==> config.mk <==
export PLATFORM = sky130hd
export DESIGN_NAME = regfile_write_arbiter
export DESIGN_NICKNAME = d
export VERILOG_FILES = /design/src/rtl/regfile_arb_pkg.sv /design/src/rtl/regfile_rr_picker.sv /design/src/rtl/regfile_write_arbiter.sv
export SDC_FILE = /design/constraint.sdc
export NUM_CORES = 1
export LEC_CHECK = 0
export CAP_MARGIN = 20
export CORE_MARGIN = 10
export CORE_UTILIZATION = 40
export DETAILED_ROUTE_END_ITERATION = 12
export GPL_ROUTABILITY_DRIVEN = 0
export PLACE_DENSITY = 0.78
export SYNTH_ARGS = -nofsm -noshare
export SYNTH_HDL_FRONTEND = slang
export SYNTH_SLANG_ARGS = --single-unit
export TNS_END_PERCENT = 100
==> constraint.sdc <==
create_clock -name Clk -period 4.15 [get_ports Clk]
set_clock_uncertainty 0.15 [all_clocks]
set_input_delay 0.83 -clock Clk [delete_from_list [all_inputs] [get_ports Clk]]
set_output_delay 0.83 -clock Clk [all_outputs]
set_load 0.01 [all_outputs]
==> src/rtl/regfile_arb_pkg.sv <==
// Shared definitions for the register-file write arbiter.
//
// Contents:
//   ADDR_W_DEF / DATA_W_DEF : default address and data widths of the register file
//   NUM_REGS                : number of architectural registers (32)
//   ZERO_REG                : hard-wired zero register, never written
//   arb_state_t             : arbiter state encoding (INIT=0, RUN=1)
//   rr_next()               : round-robin successor of a requester index
package regfile_arb_pkg;

   localparam int ADDR_W_DEF = 5;
   localparam int DATA_W_DEF = 32;
   localparam int NUM_REGS   = 32;
   localparam int ZERO_REG   = 0;

   typedef enum logic {
      ST_INIT = 1'b0,
      ST_RUN  = 1'b1
   } arb_state_t;

   // Index that follows idx in a ring of n requesters.
   function automatic int unsigned rr_next(input int unsigned idx, input int unsigned n);
      return ((idx + 1) >= n) ? 0 : (idx + 1);
   endfunction

endpackage

==> src/rtl/regfile_rr_picker.sv <==
// Combinational round-robin picker.
//
// Searches ReqValid starting at index `pointer` and moving upward, wrapping
// modulo NUM_REQ, and selects the first valid requester.
//
// Ports:
//   ReqValid  [NUM_REQ-1:0] in  : per-requester valid
//   pointer   [PTR_W-1:0]   in  : search start index (always < NUM_REQ)
//   grant     [NUM_REQ-1:0] out : one-hot grant, all-zero when nothing valid
//   grant_idx [PTR_W-1:0]   out : index of the granted requester (0 when idle)
//   any_valid               out : at least one requester valid
module regfile_rr_picker #(
   parameter int NUM_REQ = 2,
   parameter int PTR_W   = 1
) (
   input  logic [NUM_REQ-1:0] ReqValid,
   input  logic [PTR_W-1:0]   pointer,
   output logic [NUM_REQ-1:0] grant,
   output logic [PTR_W-1:0]   grant_idx,
   output logic               any_valid
);

   always_comb begin
      int                idx;
      logic [PTR_W-1:0]  sel;
      grant     = '0;
      grant_idx = '0;
      any_valid = 1'b0;
      idx       = 0;
      sel       = '0;
      for (int k = 0; k < NUM_REQ; k++) begin
         idx = int'(pointer) + k;
         if (idx >= NUM_REQ) begin
            idx = idx - NUM_REQ;
         end
         sel = PTR_W'(idx);
         if (!any_valid && ReqValid[sel]) begin
            any_valid  = 1'b1;
            grant[sel] = 1'b1;
            grant_idx  = sel;
         end
      end
   end

endmodule

==> src/rtl/regfile_write_arbiter.sv <==
// Round-robin arbiter sharing the register-file write port between NUM_REQ
// writeback requesters with a valid/ready handshake. The write port signals
// (WriteRegister/WriteData/RegWrite) come straight from flops, so an accepted
// request reaches the register file on the edge after the handshake.
//
// Build option: define REGFILE_ARB_INIT_EN to add a post-reset sweep that
// writes zero into registers 1..31 (one per cycle) before traffic is accepted.
// Without it the arbiter comes out of reset directly in RUN.
//
// Ports:
//   Clk            in  : clock, rising edge
//   Reset_n        in  : asynchronous active-low reset
//   ReqValid       in  [NUM_REQ]        : request valid per requester
//   ReqReady       out [NUM_REQ]        : one-hot accept (combinational)
//   ReqAddr        in  [NUM_REQ*ADDR_W] : packed addresses, requester i at [i*ADDR_W +: ADDR_W]
//   ReqData        in  [NUM_REQ*DATA_W] : packed data, requester i at [i*DATA_W +: DATA_W]
//   WriteRegister  out [ADDR_W]         : register file write address
//   WriteData      out [DATA_W]         : register file write data
//   RegWrite       out                  : register file write enable
//   InitDone       out                  : arbiter is in RUN
//
// state   | meaning
// --------+--------------------------------------------------------------
// ST_INIT | zero sweep of registers 1..31, no requester is accepted
// ST_RUN  | round-robin arbitration of writeback requests
module regfile_write_arbiter
   import regfile_arb_pkg::*;
#(
   parameter int NUM_REQ = 2,
   parameter int ADDR_W  = ADDR_W_DEF,
   parameter int DATA_W  = DATA_W_DEF
) (
   input  logic                      Clk,
   input  logic                      Reset_n,
   input  logic [NUM_REQ-1:0]        ReqValid,
   output logic [NUM_REQ-1:0]        ReqReady,
   input  logic [NUM_REQ*ADDR_W-1:0] ReqAddr,
   input  logic [NUM_REQ*DATA_W-1:0] ReqData,
   output logic [ADDR_W-1:0]         WriteRegister,
   output logic [DATA_W-1:0]         WriteData,
   output logic                      RegWrite,
   output logic                      InitDone
);

   localparam int PTR_W = (NUM_REQ > 1) ? $clog2(NUM_REQ) : 1;

   logic [NUM_REQ-1:0] grant;
   logic [PTR_W-1:0]   grant_idx;
   logic               any_valid;
   logic [PTR_W-1:0]   ptr_q, ptr_d;
   logic [ADDR_W-1:0]  wreg_q, wreg_d;
   logic [DATA_W-1:0]  wdata_q, wdata_d;
   logic               wen_q, wen_d;
   logic               run_live;
   arb_state_t         state_q;

   logic [ADDR_W-1:0]  addr_arr [NUM_REQ];
   logic [DATA_W-1:0]  data_arr [NUM_REQ];
   logic [ADDR_W-1:0]  sel_addr;
   logic [DATA_W-1:0]  sel_data;

   for (genvar i = 0; i < NUM_REQ; i++) begin : g_unpack
      assign addr_arr[i] = ReqAddr[i*ADDR_W +: ADDR_W];
      assign data_arr[i] = ReqData[i*DATA_W +: DATA_W];
   end

   assign sel_addr = addr_arr[grant_idx];
   assign sel_data = data_arr[grant_idx];

   regfile_rr_picker #(
      .NUM_REQ (NUM_REQ),
      .PTR_W   (PTR_W)
   ) u_picker (
      .ReqValid  (ReqValid),
      .pointer   (ptr_q),
      .grant     (grant),
      .grant_idx (grant_idx),
      .any_valid (any_valid)
   );

`ifdef REGFILE_ARB_INIT_EN
   localparam logic [ADDR_W-1:0] SWEEP_FIRST = ADDR_W'(1);
   localparam logic [ADDR_W-1:0] SWEEP_LAST  = ADDR_W'(NUM_REGS - 1);

   arb_state_t        state_d;
   logic [ADDR_W-1:0] sweep_q, sweep_d;

   always_ff @(posedge Clk or negedge Reset_n) begin
      if (!Reset_n) begin
         state_q <= ST_INIT;
      end else begin
         state_q <= state_d;
      end
   end

   always_comb begin
      state_d = state_q;
      if ((state_q == ST_INIT) && (sweep_q == SWEEP_LAST)) begin
         state_d = ST_RUN;
      end
   end
`else
   assign state_q = ST_RUN;
`endif

   // Reset_n is folded in so that ReqReady/InitDone drop the instant reset
   // asserts and come back the instant it releases, without waiting for Clk.
   assign run_live = (state_q == ST_RUN) && Reset_n;

   always_comb begin
      ReqReady = '0;
      wreg_d   = wreg_q;
      wdata_d  = wdata_q;
      wen_d    = 1'b0;
      ptr_d    = ptr_q;
`ifdef REGFILE_ARB_INIT_EN
      sweep_d  = sweep_q;
      if (state_q == ST_INIT) begin
         wreg_d  = sweep_q;
         wdata_d = '0;
         wen_d   = 1'b1;
         if (sweep_q != SWEEP_LAST) begin
            sweep_d = sweep_q + 1'b1;
         end
      end
`endif
      if (run_live && any_valid) begin
         ReqReady = grant;
         ptr_d    = PTR_W'(rr_next(32'(grant_idx), NUM_REQ));
         // A write to the zero register is accepted but dropped; the port
         // keeps its last address/data so only RegWrite changes.
         if (sel_addr != ADDR_W'(ZERO_REG)) begin
            wreg_d  = sel_addr;
            wdata_d = sel_data;
            wen_d   = 1'b1;
         end
      end
   end

   always_ff @(posedge Clk or negedge Reset_n) begin
      if (!Reset_n) begin
         ptr_q   <= '0;
         wreg_q  <= '0;
         wdata_q <= '0;
         wen_q   <= 1'b0;
      end else begin
         ptr_q   <= ptr_d;
         wreg_q  <= wreg_d;
         wdata_q <= wdata_d;
         wen_q   <= wen_d;
      end
   end

`ifdef REGFILE_ARB_INIT_EN
   always_ff @(posedge Clk or negedge Reset_n) begin
      if (!Reset_n) begin
         sweep_q <= SWEEP_FIRST;
      end else begin
         sweep_q <= sweep_d;
      end
   end
`endif

   assign WriteRegister = wreg_q;
   assign WriteData     = wdata_q;
   assign RegWrite      = wen_q;
   assign InitDone      = run_live;

endmodule
==> results_dict.tcl <==
set metrics [dict create \
    pwr-share-comb 0.381 \
    die_x_um 93.8 \
    final_common_cell "clkdlybuf4s50_1" \
    tns_ns 0 \
    swShare 0.262 \
    path_buf_inv 2 \
    grt.overflow.total 0 \
    clk_latency_ns 0.28 \
    syn_area_sq_um 2180 \
    dieArea_sq_um 8800 \
    ys_types 33 \
    synth_top_area_frac 0.448 \
    cp_top_family "buffers and inverters" \
    grt_pass1_vias 2001 \
    power.total_uw 1180 \
    syn_nets 233 \
    synth-edff-count 0 \
    synth_warnings 0 \
    max_slew_margin 0.564 \
    yosysSeqAreaShare 0.448 \
    cts_root_buffer "clkbuf_8" \
    grt_pass1_wl_um 10000 \
    p_leak_uw 0.00144 \
    via_per_inst 4.95 \
    wirelength_um 6120 \
    regArea_sq_um 976 \
    p_sw_uw 310 \
    hold_path.class "flip-flop to flip-flop" \
    drc 0 \
    cts_resized 0 \
    p_int_uw 873 \
    core-area_sq_um 5200 \
    cpMaxStageDelayCell "clkdlybuf4s50_1" \
    vias 1708 \
    postCtsHoldBufs 0 \
    drv_slew 0 \
    max_cap_violations 0 \
    rsz0062_at_grt "false" \
    finalHoldViolations 0 \
    required_ns 3.17 \
    fmax_mhz 277 \
    crit_path_end_kind "primary output" \
    async_flop_share 1.00 \
    io_buffers 118 \
    rows 26 \
    first_iter_violations 69 \
    ys_ff_latch 39 \
    irDropWorstVdd_uv 171 \
    clockBufferDepth 2 \
    slowest_delay_ns 0.64 \
    syn_avg_cell_area_sq_um 14.1 \
    fillers 431 \
    worstPathCellList "clkdlybuf4s50_1 -> o21ai_2 -> nor2_1 -> clkdlybuf4s50_1" \
    status "finished clean" \
    synthCells 155 \
    nets 353 \
    hpwl_um 4890 \
    postCtsSetupRepairBufs 0 \
    p_clk_frac 0.210 \
    layout_common_cells "117 x clkdlybuf4s50_1, 39 x dfrtp_1, 36 x mux2_2" \
    multiInputGateArea_sq_um 1130 \
    grt_max_degree 41 \
    layout_min_cycle_time_ns 3.61 \
    synthTopCellsByArea "dfrtp_1 45%, mux2_4 19%, mux2_2 19%" \
    numCtsBuffers 5 \
    arrival_ns 2.63 \
    p_seq_frac 0.409 \
    worstMarginPinSlew_ns 0.638 \
    path_class "primary input to primary output" \
    path_clk_slew_ns 0.07 \
    post-route-period-util 0.870 \
    synth_top_cell_by_area "dfrtp_1" \
    initial_core_util 0.419 \
    ant_nets 0 \
    fin_ws_ns 0.541 \
    insertedDiodeCount 0 \
    power.density_nw_per_um2 339 \
    setup_viol 0 \
    grt_usage 0.143 \
    crit_top_cell "clkdlybuf4s50_1" \
    ioPinCount 119 \
    critPathMaxFanout 10 \
    antenna_found_initial 0 \
    cp-start-kind "primary input" \
    cts_tree "built" \
    drtPass1Iterations 4 \
    wl_per_cell_um 17.7 \
    postSynth.topFlopCell "dfrtp_1" \
    syn_to_final_growth_pct 60.4 \
    clock_sinks 39 \
    pre_cts_ws_ns 0.548 \
    fp.dieH_um 93.8 \
    drive_above_1_share 0.295 \
    ctsHtreeMaxLevel 2 \
]
sequential cells by signal (all words and copies together), names as in the netlist:
name and cells:
ptr_q 1, RegWrite 1, WriteData 32, WriteRegister 5
logic make-up (layout without fill, tap and decap cells):
kind of cell | count (synthesis) | in the layout | share of synthesized area
AOI/OAI and AO/OA | 17 | 17 | 0.0746
buffers and inverters | 11 | 131 | 0.0333
DFF | 39 | 39 | 0.448
muxes | 67 | 67 | 0.393
and+or+nand+nor | 21 | 21 | 0.0517
synthesized netlist by cell type (2+ instances only):
cell type	instances
dfrtp_1	39
mux2_2	36
mux2_4	28
nor2_1	6
buf_2	4
buf_6	3
mux2i_1	3
nand3_1	3
o211ai_1	3
and2_1	2
inv_1	2
nand2_1	2
o2111ai_1	2
o21ai_0	2
o2bb2ai_1	2
per-layer routing:
| metal | vias to the layer above | share of wire | global-route usage | wire length [um] |
|---|---|---|---|---|
| met5 | - | 0 | 0 | 0 |
| met1 | 809 | 0.41 | 0.166 | 2520 |
| met2 | 82 | 0.48 | 0.231 | 2910 |
| li1 | 808 | - | - | - |
| met4 | 0 | 0.012 | 0.0392 | 72 |
| met3 | 9 | 0.10 | 0.0647 | 611 |
final cells by class:
class | count | share of cell area
timing repair buffer | 122 | 0.345
inverter | 2 | 0.00215
sequential | 39 | 0.279
clock inverter | 1 | 0.00143
tap | 70 | 0.0251
multi-input combinational | 105 | 0.324
clock buffer | 6 | 0.0236
stage by stage:
stage	utilization	cells	hold slack (ns)	instance area, sq um
after floorplan	-	155	0.330	2180
after global placement	0.655	338	0.328	3410
after detailed placement	0.655	338	0.334	3410
after CTS	0.672	345	0.352	3500
after global routing	0.672	345	0.375	3500
final	0.672	345	0.350	3500
power groups by stage:
| stage | clock network, uW | logic, uW | registers [uW] |
|---|---|---|---|
| 6_report | 248 | 451 | 484 |
| 5_1_grt | 280 | 485 | 494 |
| 4_1_cts | 261 | 460 | 485 |
| 3_5_place_dp | 0 | 457 | 491 |
| 3_3_place_gp | 0 | 452 | 488 |
| 2_1_floorplan | 0 | 172 | 520 |
final timing paths:
path,cells past startpoint,slack (ns),startpoint,end
worst max-delay path,4,0.54,ReqValid[1],ReqReady[1]
worst min-delay path,1,0.35,WriteRegister[3]$_DFFE_PN0P_,WriteRegister[3]$_DFFE_PN0P_
worst max register to register,5,1.94,ptr_q$_DFFE_PN0P_,WriteData[31]$_DFFE_PN0P_
worst min register to register,1,0.35,WriteRegister[3]$_DFFE_PN0P_,WriteRegister[3]$_DFFE_PN0P_
max in group asynchronous,2,2.98,Reset_n,WriteData[15]$_DFFE_PN0P_
min in group asynchronous,2,0.53,Reset_n,WriteData[14]$_DFFE_PN0P_
No activity file was read; power rests on OpenSTA's default activity.
